$ cat config.mk
export PLATFORM = sky130hd
export DESIGN_NAME = uart_mult_byte_tx
export DESIGN_NICKNAME = d
export VERILOG_FILES = /design/src/rtl/uart_mult_byte_tx_pkg.sv /design/src/rtl/uart_mult_byte_tx_crc8.sv /design/src/rtl/uart_mult_byte_tx.sv
export SDC_FILE = /design/constraint.sdc
export NUM_CORES = 1
export LEC_CHECK = 0
export CORE_MARGIN = 2
export CORE_UTILIZATION = 48
export DETAILED_ROUTE_END_ITERATION = 8
export PLACE_DENSITY_LB_ADDON = 0.15
export SLEW_MARGIN = 30
export SYNTH_ARGS = -nofsm -noshare
export SYNTH_HDL_FRONTEND = slang
export SYNTH_SLANG_ARGS = --single-unit
$ cat constraint.sdc
create_clock -name clk_50M -period 2.3 [get_ports clk_50M]
set_input_delay 0.345 -clock clk_50M [delete_from_list [all_inputs] [get_ports clk_50M]]
set_output_delay 0.345 -clock clk_50M [all_outputs]
set_load 0.03 [all_outputs]
$ cat src/rtl/uart_mult_byte_tx_pkg.sv
// Shared definitions for the multi-byte UART packet transmitter:
// bit timing, CRC8 constants and helper, FSM state encoding.
package uart_mult_byte_tx_pkg;

    localparam logic [7:0] CRC8_POLY     = 8'h07;
    localparam logic [7:0] CRC8_INIT     = 8'h00;
    localparam logic [7:0] HEAD_BYTE_DEF = 8'h55;

    typedef enum logic [2:0] {
        S_IDLE  = 3'd0,
        S_START = 3'd1,
        S_DATA  = 3'd2,
        S_STOP  = 3'd3,
        S_GAP   = 3'd4,
        S_NEXT  = 3'd5,
        S_DONE  = 3'd6
    } tx_state_e;

    function automatic int bit_cycles(input int clk_freq, input int bps);
        return clk_freq / bps;
    endfunction

    // One CRC8 byte step, MSB first, no reflection.
    function automatic logic [7:0] crc8_step(input logic [7:0] crc, input logic [7:0] data);
        logic [7:0] c;
        c = crc ^ data;
        for (int i = 0; i < 8; i++) begin
            if (c[7]) begin
                c = {c[6:0], 1'b0} ^ CRC8_POLY;
            end else begin
                c = {c[6:0], 1'b0};
            end
        end
        return c;
    endfunction

endpackage

$ cat src/rtl/uart_mult_byte_tx_crc8.sv
// Combinational CRC8 update of one byte (poly 0x07).
module crc8_byte_update
    import uart_mult_byte_tx_pkg::*;
(
    input  logic [7:0] crc_in_i,
    input  logic [7:0] data_in_i,
    output logic [7:0] crc_out_o
);

    // Bytewise CRC update
    always_comb begin
        crc_out_o = crc8_step(crc_in_i, data_in_i);
    end

endmodule

$ cat src/rtl/uart_mult_byte_tx.sv
// Frames a latched payload as HEAD + payload + CRC8 and shifts it out 8N1, LSB first.
module uart_mult_byte_tx
    import uart_mult_byte_tx_pkg::*;
#(
    parameter int         CLK_FREQ      = 50000000,
    parameter int         UART_BPS      = 115200,
    parameter int         PAYLOAD_BYTES = 11,
    parameter logic [7:0] HEAD_BYTE     = HEAD_BYTE_DEF,
    parameter int         GAP_BITS      = 0
) (
    input  logic                       clk_50M,
    input  logic                       rst,
    input  logic                       tx_start,
    input  logic [8*PAYLOAD_BYTES-1:0] tx_payload,
    output logic                       tx_busy,
    output logic                       tx_done,
    output logic                       uart_txd
);

    localparam int BIT_CYC = bit_cycles(CLK_FREQ, UART_BPS);
    localparam int BW      = $clog2(BIT_CYC);
    localparam int IW      = $clog2(PAYLOAD_BYTES + 2);
    localparam int PW      = 8 * PAYLOAD_BYTES;
    localparam bit HAS_GAP = (GAP_BITS > 0);

    localparam logic [BW-1:0] BAUD_LAST = BW'(BIT_CYC - 1);
    localparam logic [BW-1:0] BAUD_PRE  = BW'(BIT_CYC - 2);
    localparam logic [3:0]    GAP_LAST  = 4'(HAS_GAP ? GAP_BITS - 1 : 0);
    localparam logic [IW-1:0] IDX_CRC   = IW'(PAYLOAD_BYTES);
    localparam logic [IW-1:0] IDX_LAST  = IW'(PAYLOAD_BYTES + 1);

    tx_state_e       state_q, state_d;
    logic [BW-1:0]   baud_q, baud_d;
    logic [3:0]      bit_q, bit_d;
    logic [IW-1:0]   byte_q, byte_d;
    logic [PW-1:0]   shadow_q, shadow_d;
    logic [7:0]      shift_q, shift_d;
    logic [7:0]      crc_q, crc_d;
    logic [7:0]      crc_next_s;
    logic            txd_q, txd_d;
    logic            busy_q, busy_d;
    logic            done_q, done_d;

    crc8_byte_update u_crc (
        .crc_in_i  (crc_q),
        .data_in_i (shadow_q[7:0]),
        .crc_out_o (crc_next_s)
    );

    // State and datapath registers
    always_ff @(posedge clk_50M) begin
        if (rst) begin
            state_q  <= S_IDLE;
            baud_q   <= '0;
            bit_q    <= 4'd0;
            byte_q   <= '0;
            shadow_q <= '0;
            shift_q  <= 8'h00;
            crc_q    <= CRC8_INIT;
            txd_q    <= 1'b1;
            busy_q   <= 1'b0;
            done_q   <= 1'b0;
        end else begin
            state_q  <= state_d;
            baud_q   <= baud_d;
            bit_q    <= bit_d;
            byte_q   <= byte_d;
            shadow_q <= shadow_d;
            shift_q  <= shift_d;
            crc_q    <= crc_d;
            txd_q    <= txd_d;
            busy_q   <= busy_d;
            done_q   <= done_d;
        end
    end

    // Next-state logic; the NEXT cycle is the final stop/gap clock so each byte slot stays exact
    always_comb begin
        state_d  = state_q;
        baud_d   = baud_q;
        bit_d    = bit_q;
        byte_d   = byte_q;
        shadow_d = shadow_q;
        shift_d  = shift_q;
        crc_d    = crc_q;
        case (state_q)
            S_IDLE: begin
                if (tx_start) begin
                    state_d  = S_START;
                    shadow_d = tx_payload;
                    shift_d  = HEAD_BYTE;
                    byte_d   = '0;
                    crc_d    = CRC8_INIT;
                    baud_d   = '0;
                    bit_d    = 4'd0;
                end else begin
                    state_d = S_IDLE;
                end
            end
            S_START: begin
                if (baud_q == BAUD_LAST) begin
                    state_d = S_DATA;
                    baud_d  = '0;
                    bit_d   = 4'd0;
                end else begin
                    baud_d = baud_q + BW'(1);
                end
            end
            S_DATA: begin
                if (baud_q == BAUD_LAST) begin
                    baud_d  = '0;
                    shift_d = {1'b1, shift_q[7:1]};
                    if (bit_q == 4'd7) begin
                        state_d = S_STOP;
                        bit_d   = 4'd0;
                    end else begin
                        bit_d = bit_q + 4'd1;
                    end
                end else begin
                    baud_d = baud_q + BW'(1);
                end
            end
            S_STOP: begin
                if (!HAS_GAP && (baud_q == BAUD_PRE)) begin
                    state_d = S_NEXT;
                    baud_d  = '0;
                end else if (HAS_GAP && (baud_q == BAUD_LAST)) begin
                    state_d = S_GAP;
                    baud_d  = '0;
                    bit_d   = 4'd0;
                end else begin
                    baud_d = baud_q + BW'(1);
                end
            end
            S_GAP: begin
                if ((bit_q == GAP_LAST) && (baud_q == BAUD_PRE)) begin
                    state_d = S_NEXT;
                    baud_d  = '0;
                    bit_d   = 4'd0;
                end else if (baud_q == BAUD_LAST) begin
                    baud_d = '0;
                    bit_d  = bit_q + 4'd1;
                end else begin
                    baud_d = baud_q + BW'(1);
                end
            end
            S_NEXT: begin
                if (byte_q == IDX_LAST) begin
                    state_d = S_DONE;
                end else begin
                    state_d = S_START;
                    baud_d  = '0;
                    byte_d  = byte_q + IW'(1);
                    if (byte_q == IDX_CRC) begin
                        shift_d = crc_q;
                    end else begin
                        shift_d  = shadow_q[7:0];
                        shadow_d = shadow_q >> 8;
                        crc_d    = crc_next_s;
                    end
                end
            end
            S_DONE: begin
                state_d = S_IDLE;
            end
            default: begin
                state_d = S_IDLE;
            end
        endcase
    end

    // Registered outputs follow the next state so the line changes on the same edge as the FSM
    always_comb begin
        txd_d = 1'b1;
        case (state_d)
            S_START: txd_d = 1'b0;
            S_DATA:  txd_d = shift_d[0];
            default: txd_d = 1'b1;
        endcase
        busy_d = (state_d != S_IDLE) && (state_d != S_DONE);
        done_d = (state_d == S_DONE);
    end

    assign uart_txd = txd_q;
    assign tx_busy  = busy_q;
    assign tx_done  = done_q;

endmodule

# --- After elaboration in Yosys (flattened, before gate mapping) ---
# Index checks and enable logic that the tools add are counted.
totals:
  register_bits: 127
  latch_bits: 0
  mem_bits_rw: 0
  rom_bits: 0
  input_bits: 91
  output_inout_bits: 3
  word_cells: 103
  mem_count: 0
classes:
  addsub: 3
  multipliers: 0
  div_mod_pow: 0
  magnitude_cmp: 0
  eq_ne: 20
  n_shift: 0
  muxes: 45
  n_bitwise: 9
  n_reduce_logical: 15
ops:
  columns: ["cell", "count"]
  rows:
  - ["$mux 88", 3]
  - ["$pmux 88 s2", 1]
  - ["$mux 8", 7]
  - ["$mux 9", 5]
  - ["$pmux 9 s5", 1]
  - ["$mux 3", 14]
  - ["$mux 4", 7]
  - ["$not 3->3", 8]
  - ["$pmux 8 s3", 1]
  - ["$eq 9x9->1 const B", 2]
  - ["$pmux 3 s6", 1]
  - ["$pmux 4 s4", 1]
  - ["$pmux 8 s2", 1]
  - ["$ne 2x2->1 const B", 5]
  - ["$add 9x1->9 const B", 1]
  - ["$eq 3x2->1 const B", 3]
  - ["$eq 3x3->1 const B", 3]
  - ["$add 4x1->4 const B", 2]
  - ["$eq 4x4->1 const B", 2]
  - ["$pmux 4 s2", 1]
  - ["$reduce_and 4->1", 2]
  - ["$xor 8x8->8", 1]
  - ["$eq 3x1->1 const B", 2]
  - ["$ne 3x3->1 const B", 2]
  - ["13 further kinds", 16]

# --- Depth between registers and ports, before layout ---
# Gate-level depths: netlist (run 1).
logic_depth:
  ltp_word: 20
  depth_mapped: 10
  mapped_depth_nobuf: 8

# --- Hierarchy ---
# Synthesis (run 1) repeated with hierarchy kept, for this count alone.
unflattened:
  cells_unflattened: 768
  hier_area_um2: 6179.7
by_module_without_submodules:
  columns: ["mod", "n_inst", "cells_each", "area_per_inst_um2", "seq_area_each_um2"]
  rows:
  - ["uart_mult_byte_tx", 1, 747, 5995.8, 2542.4]
  - ["crc8_byte_update", 1, 21, 183.9, 0.0]

# --- Worst setup path after synthesis (run 1) ---
# No wires, ideal clock.
synth_path:
  path_kind: "reg2reg"
  from: "reg byte_q[0]"
  to: "reg shadow_q[10]"
  setup_time_ps: 138
  arrival_time_ps: 1931
  t_required_ps: 2162
  setup_slack_ps: 231
  path_stages_with_launch: 10
  path_buffers: 2
  period_less_slack_ps: 2069
  cell_sequence: "dfxtp_1 > inv_1 > ha_1 > and3_1 > o22ai_2 > nand2_1 > o21ai_2 > buf_2 > clkbuf_1 > a211oi_1"
synth_via:
  elab_chain_len: 3
  word_cells_on_any_way: 5
  cone_classes: "4 x eq/ne; 1 x reduce/logical"
synth_rtl:
  columns: ["element", "line_no", "rtl"]
  rows:
  - ["from (decl)", "uart_mult_byte_tx.sv:35", "logic [IW-1:0] byte_q, byte_d;"]
  - ["from (signal assigned)", "uart_mult_byte_tx.sv:67", "byte_q <= byte_d;"]
  - ["$eq 4x4->1 (on tied branches)", "uart_mult_byte_tx.sv:154, uart_mult_byte_tx.sv:148", null]
  - ["$ne 2x2->1 (no source line)", null, null]
  - ["$reduce_and 4->1 (no source line) (*)", null, null]
  - ["to (signal assigned)", "uart_mult_byte_tx.sv:68", "shadow_q <= shadow_d;"]
  - ["to (decl)", "uart_mult_byte_tx.sv:36", "logic [PW-1:0] shadow_q, shadow_d;"]
# Mark *: on every way between the ends. The rest lies on a longest branch, timed or not.
# A chain may end at the register's enable or synchronous reset.

# --- Final worst setup path (run 1) ---
layout_path:
  from: "reg byte_q[0]"
  to: "reg shadow_q[62]"
# Same word-level chain as after synthesis.

==> results of run 1 <==
## area by class of cell
cell class              count  area [sq um]  share of cell area
clock buffers              22           474              0.0592
multi-input cells         473          3250               0.405
well taps                 168           210              0.0262
inverters                   9          33.8             0.00421
repair buffers            122          1320               0.165
clock inverters            10           183              0.0228
flip-flops and latches    127          2540               0.317
## per-stage QoR
step	setup TNS [ns]	power, uW	setup slack, ns
global placement	0	3270	0.177
global route	-0.0640	6510	-0.0560
CTS	0	6260	0.0126
finish	0	6260	0.148
detailed placement	0	3300	0.0470
floorplan	0	2960	0.231
## synth_stat cells (2+ instances only)
library cell	instances
dfxtp_1	127
a21oi_1	20
nor2_1	125
inv_1	9
nand4_1	4
and3b_1	2
a211oi_1	80
clkbuf_1	26
a2111oi_0	3
nor3_1	8
o21ai_0	10
nor2b_1	9
or3_1	6
nand3_1	7
a222oi_1	3
mux2i_1	84
a22oi_1	11
nand2_1	26
nor3b_2	2
buf_2	21
ha_1	7
o221ai_1	2
xnor2_1	13
a31oi_1	2
and3_1	4
xor2_1	16
nand3b_1	3
and2_1	3
## worst max-delay path, delay by kind of cell (launching register included)
family | cells | cell delay [ns]
AO/OA/AOI/OAI | 3 | 0.62
adder cells (fa/ha/maj) | 1 | 0.23
AND/OR/NAND/NOR | 3 | 0.44
buffers and inverters | 3 | 0.42
flip-flops | 1 | 0.35
## power by group through the flow
stage	combinational, uW	clock, uW	sequential (uW)
after floorplan	476	0	2480
final	834	2960	2470
after detailed placement	784	0	2510
after global routing	920	3100	2490
after global placement	761	0	2510
after CTS	789	3000	2470
## worst paths after layout
kind                                  from           end  slack [ns]
worst max-delay path             byte_q[0]  shadow_q[62]        0.15
worst min-delay path                   rst  shadow_q[87]        0.43
worst max register to register   byte_q[0]  shadow_q[62]        0.15
worst min register to register  shift_q[7]    shift_q[7]        0.46
## metal layers
| layer | track usage | wire length, um | vias to the layer above |
|---|---|---|---|
| li1 | - | - | 2553 |
| met1 | 0.277 | 6460 | 2324 |
| met2 | 0.363 | 6810 | 130 |
| met3 | 0.0638 | 698 | 17 |
| met4 | 0.0603 | 160 | 0 |
| met5 | 0 | 0 | - |
## state kept, by name, summed over array words and instances, names as in the netlist
name	flops
baud_q	9
bit_q	4
byte_q	4
crc_q	8
shadow_q	88
shift_q	8
state_q	3
tx_busy	1
tx_done	1
uart_txd	1
## layout by cell type (no fill, tap or decap), types with 9 or more instances in the layout
cell type          n
a22oi_1           11
xnor2_1           13
a211oi_1          78
inv_1              9
dfxtp_1          126
clkdlybuf4s50_1   92
nor2_1           125
nor2b_1            9
mux2i_1           84
nand2_1           25
clkbuf_16         19
o21ai_0           10
a21oi_1           20
xor2_1            16
buf_4             18
## logic make-up (layout without fill, tap and decap cells)
family	count (synthesis)	count (layout)	synth area share
AO/OA/AOI/OAI	143	143	0.171
XOR/XNOR	32	32	0.0516
adder cells (fa/ha/maj)	7	7	0.0146
buffers and inverters	57	163	0.0401
flip-flops	127	127	0.424
multiplexers	84	84	0.140
AND/OR/NAND/NOR	207	207	0.157
## repair_timing
action / in CTS / in global routing
hold buffers: 0 / 0
setup buffers: 0 / 4
resized for setup: 0 / 10
setup endpoints to repair: 0 / 91
==> run metrics, run 1 <==
Syn. warnings 0; Setup crit end kind flop; startpoint types flop; post-route ant nets 0; Layout area overhead 33.8%; final setup fails 0; Clock transition at path regs 0.06 ns; hold path depth 2; top cell type's share of synthesized area 0.424; Post-Syn Area per Cell 9.12 sq um; post-synth top area cell dfxtp_1; Total Nets Final 848; Clock Latency Late Sink 0.42 ns; drc violations 0; gp weighted congestion 0.809; layout cells sized above 1 0.0996; final core occ 0.662; sequential area share after synthesis 0.424; wire per inst 15.2 um; TritonRoute pass-1 iters 5; VDD IR max 0.550 mV; Synth Instances 657; # rows 40; ys flop type dfxtp_1; fin area 0.00802 sq mm; run status completed; vias in the first global route 4,883; first-pass GRT wire length 23,100 um; n_diodes 0; Hold WC Path Type primary input to flop; worst-path cell chain inv_1 -> ha_1 -> and3_2 -> o22ai_4 -> nand2_2 -> o21ai_4 -> buf_12 -> buf_16 -> nor2_1 -> a211oi_1; switching share of power 0.230; Achievable Freq 465 MHz; total gr overflow 0; cts bufs inserted 17; via-per-instance ratio 5.40; Crit-path slowest cell dfxtp_1; worst r2r path cells 10; FF+latch count, synth 127; Root Driver clkbuf_16; die area 0.0134 sq mm; fill cell total of the finished layout 1,011; mapped cell area 0.00599 sq mm; Die H 116 um; area post-placement 0.00723 sq mm; Net Count, Synth 755; IO Port Bufs 93; Net Switching 1440 uW; Final Skew 0.0112 ns; CP peak stage delay 0.35 ns; Final Instance Count excl. Fillers 931; Post-synth ARST share 0; # H-tree levels 4; pin count of the biggest net entering global routing 55; Slew @ Worst Pin 0.622 ns; clock sink count 127; Final Hold Fails 0; GRT Util Overall 0.218; slew margin rel. 0.585; initial antenna violation count 0; number of synthesized flops with an enable pin 0; drt first-iter violations 254; Tcrit/Tclk final 0.936; core area 0.0121 sq mm; CP required 2.62 ns; crit-path max FO 19; Setup CP Type flop to flop; Arrival @ worst endpoint 2.47 ns; PwrDens 781 mW/mm^2; leakage 0.00361 uW; Int Pwr 4820 uW; routed via count 5,024; starting density of the core 0.495; final max-slew violation count 0; Clock Tree Buf Depth 2; Max Cap Viol 0; synth unique cells 52; top post-synthesis cells by area dfxtp_1 (42%), mux2i_1 (14%), a211oi_1 (10%); Post-DP HPWL 9670 um; Inst Count DP 893; Die W 116 um; final hold slack 0.426 ns; Sequential Power Share 0.395; clock power share 0.472; min Tclk post-route 2.15 ns; combinational fraction of design power 0.133; # IOs 94; TritonCTS clock tree done; final wirelength 14,100 um
Note: power is estimated with default switching activity, not from simulation.
==> run 2: changes to the inputs <==
--- a/config.mk
+++ b/config.mk
@@ -8,6 +8,7 @@
 export CORE_MARGIN = 2
 export CORE_UTILIZATION = 48
 export DETAILED_ROUTE_END_ITERATION = 8
+export GPL_TIMING_DRIVEN = 0
 export PLACE_DENSITY_LB_ADDON = 0.15
 export SLEW_MARGIN = 30
 export SYNTH_ARGS = -nofsm -noshare
==> run 2 against run 1 <==
Worst setup slack better by 0.0085 ns. Hold slack worse by 0.079 ns. Total power down 2.6%. Final cell count up 2.9%. Largest power group unchanged. Core utilization down 0.54 points. Clock skew down 0.0045 ns. Critical endpoint is now shadow_q[44]. Clock power down 5%. Via count up 3.9%. First-iteration DRC count up 32%.
==> run metrics, run 2 (same netlist as run 1, synthesis figures left out) <==
TritonRoute pass-1 iters 5; most frequent cells in the layout dfxtp_1 (127), nor2_1 (125), clkdlybuf4s50_1 (92); most common cell after layout, fill and taps aside dfxtp_1; number of flip-flops in the largest register 88; Final Hold Fails 0; CP Depth 10; final setup fails 0; PwrDens 767 mW/mm^2; Die H 116 um; n_diodes 0; Top reg by flops shadow_q; wire per inst 15.8 um; via-per-instance ratio 5.45; TritonCTS clock tree done; Final Skew 0.00668 ns; min Tclk post-route 2.14 ns; gp weighted congestion 0.858; GRT Util Overall 0.233; CP top delay family compound AO/OA/AOI/OAI gates; hold path depth 2; Total Nets Final 876; # H-tree levels 4; met1 Track Usage GR 0.288; die area 0.0134 sq mm; worst-path cell chain inv_1 -> ha_1 -> and3_4 -> o22ai_4 -> nand2_2 -> o21ai_4 -> buf_4 -> buf_2 -> nor2_1 -> a211oi_1; core area 0.0121 sq mm; final wirelength 15,100 um; Inst Count DP 917; CP required 2.62 ns; run status completed; pin count of the biggest net entering global routing 17; Clock Latency Late Sink 0.42 ns; # IOs 94; VDD IR max 0.481 mV; Regs by FF count shadow_q (88), baud_q (9); initial antenna violation count 0; worst r2r path cells 10; Tcrit/Tclk final 0.932; Crit-path slowest cell dfxtp_1; Setup CP Type flop to flop; Clock transition at path regs 0.05 ns; total gr overflow 0; post-route ant nets 0; drc violations 0; routing usage on met3 0.0596; IO Port Bufs 92; CP Buf/Inv Count 3; Die W 116 um; Arrival @ worst endpoint 2.46 ns; CP peak stage delay 0.35 ns; vias in the first global route 5,232; Clock Tree Buf Depth 2; Layout area overhead 32.7%; startpoint types flop; drt first-iter violations 336; # rows 40; leakage 0.00357 uW; Post-DP HPWL 10,800 um; final max-slew violation count 0; layout cells sized above 1 0.113; Setup crit end kind flop; Root Driver clkbuf_16; first-pass GRT wire length 24,600 um; clock sink count 127; gr busiest metal met2; routed via count 5,219; Slew @ Worst Pin 0.718 ns; starting density of the core 0.495; Pwr Total 6100 uW; met2 usage 0.392; Achievable Freq 466 MHz; Max Cap Viol 0; crit-path max FO 10; cts bufs inserted 17; Hold WC Path Type primary input to flop; slew margin rel. 0.521; Final Instance Count excl. Fillers 958
-- run 2: changes by cell type in the layout (fill, tap and decap cells not counted), sizes merged --
cell      change
clkbuf       +27
clkinv        -2
bufinv        -1
clkinvlp      +3
-- run 2: layout make-up --
cell class                      instances  area, sq um
Fill cell                            1036         4160
Multi-Input combinational cell        473         3290
Inverter                                9         33.8
Buffer                                 48          255
Sequential cell                       127         2540
Tap cell                              168          210
Clock buffer                           21          460
Timing Repair Buffer                  102          996
Clock inverter                         10          161
-- run 2: what timing repair did --
| item | 4_1_cts | 5_1_grt |
|---|---|---|
| gates resized for setup | 21 | 23 |
| pin swaps | 2 | 2 |
| setup buffers | 7 | 3 |
| hold buffers | 0 | 0 |
| setup endpoints to repair | 99 | 101 |
-- run 2: worst paths after layout --
check	from	endpoint	slack, ns
setup / recovery	byte_q[0]	shadow_q[44]	0.16
hold / removal	rst	tx_busy	0.35
setup reg to reg	byte_q[0]	shadow_q[44]	0.16
hold reg to reg	shift_q[7]	shift_q[7]	0.47
-- run 2: through the flow --
step	setup WS (ns)	utilization	TNS (ns)	cell area [sq um]	hold slack, ns
final	0.156	0.656	0	7950	0.347
after global routing	-0.000948	0.656	-0.000948	7950	0.377
after CTS	0.00152	0.648	0	7850	0.341
after detailed placement	-0.325	0.588	-21.62	7120	0.458
after global placement	-0.291	0.588	-21.91	7120	0.449
after floorplan	0.231	-	0	5990	0.437
-- run 2: worst register-to-register path: stages (launching register included) --
cell and delay, ns:
dfxtp_1 0.35, inv_1 0.08, ha_1 0.24, and3_4 0.22, o22ai_4 0.19, nand2_2 0.12
o21ai_4 0.19, buf_4 0.15, buf_2 0.21, nor2_1 0.06, a211oi_1 0.24
-- run 2: where the power goes --
part | total, uW | switching, uW | leakage [uW] | internal [uW]
clock | 2810 | 948 | 0.000295 | 1860
combinational | 821 | 405 | 0.00223 | 416
sequential | 2470 | 102 | 0.00105 | 2370
-- run 2: layer usage --
layer,part of all wire,vias up
met5,0,-
met4,0.021,0
met3,0.052,32
met2,0.49,140
met1,0.44,2443
li1,-,2604
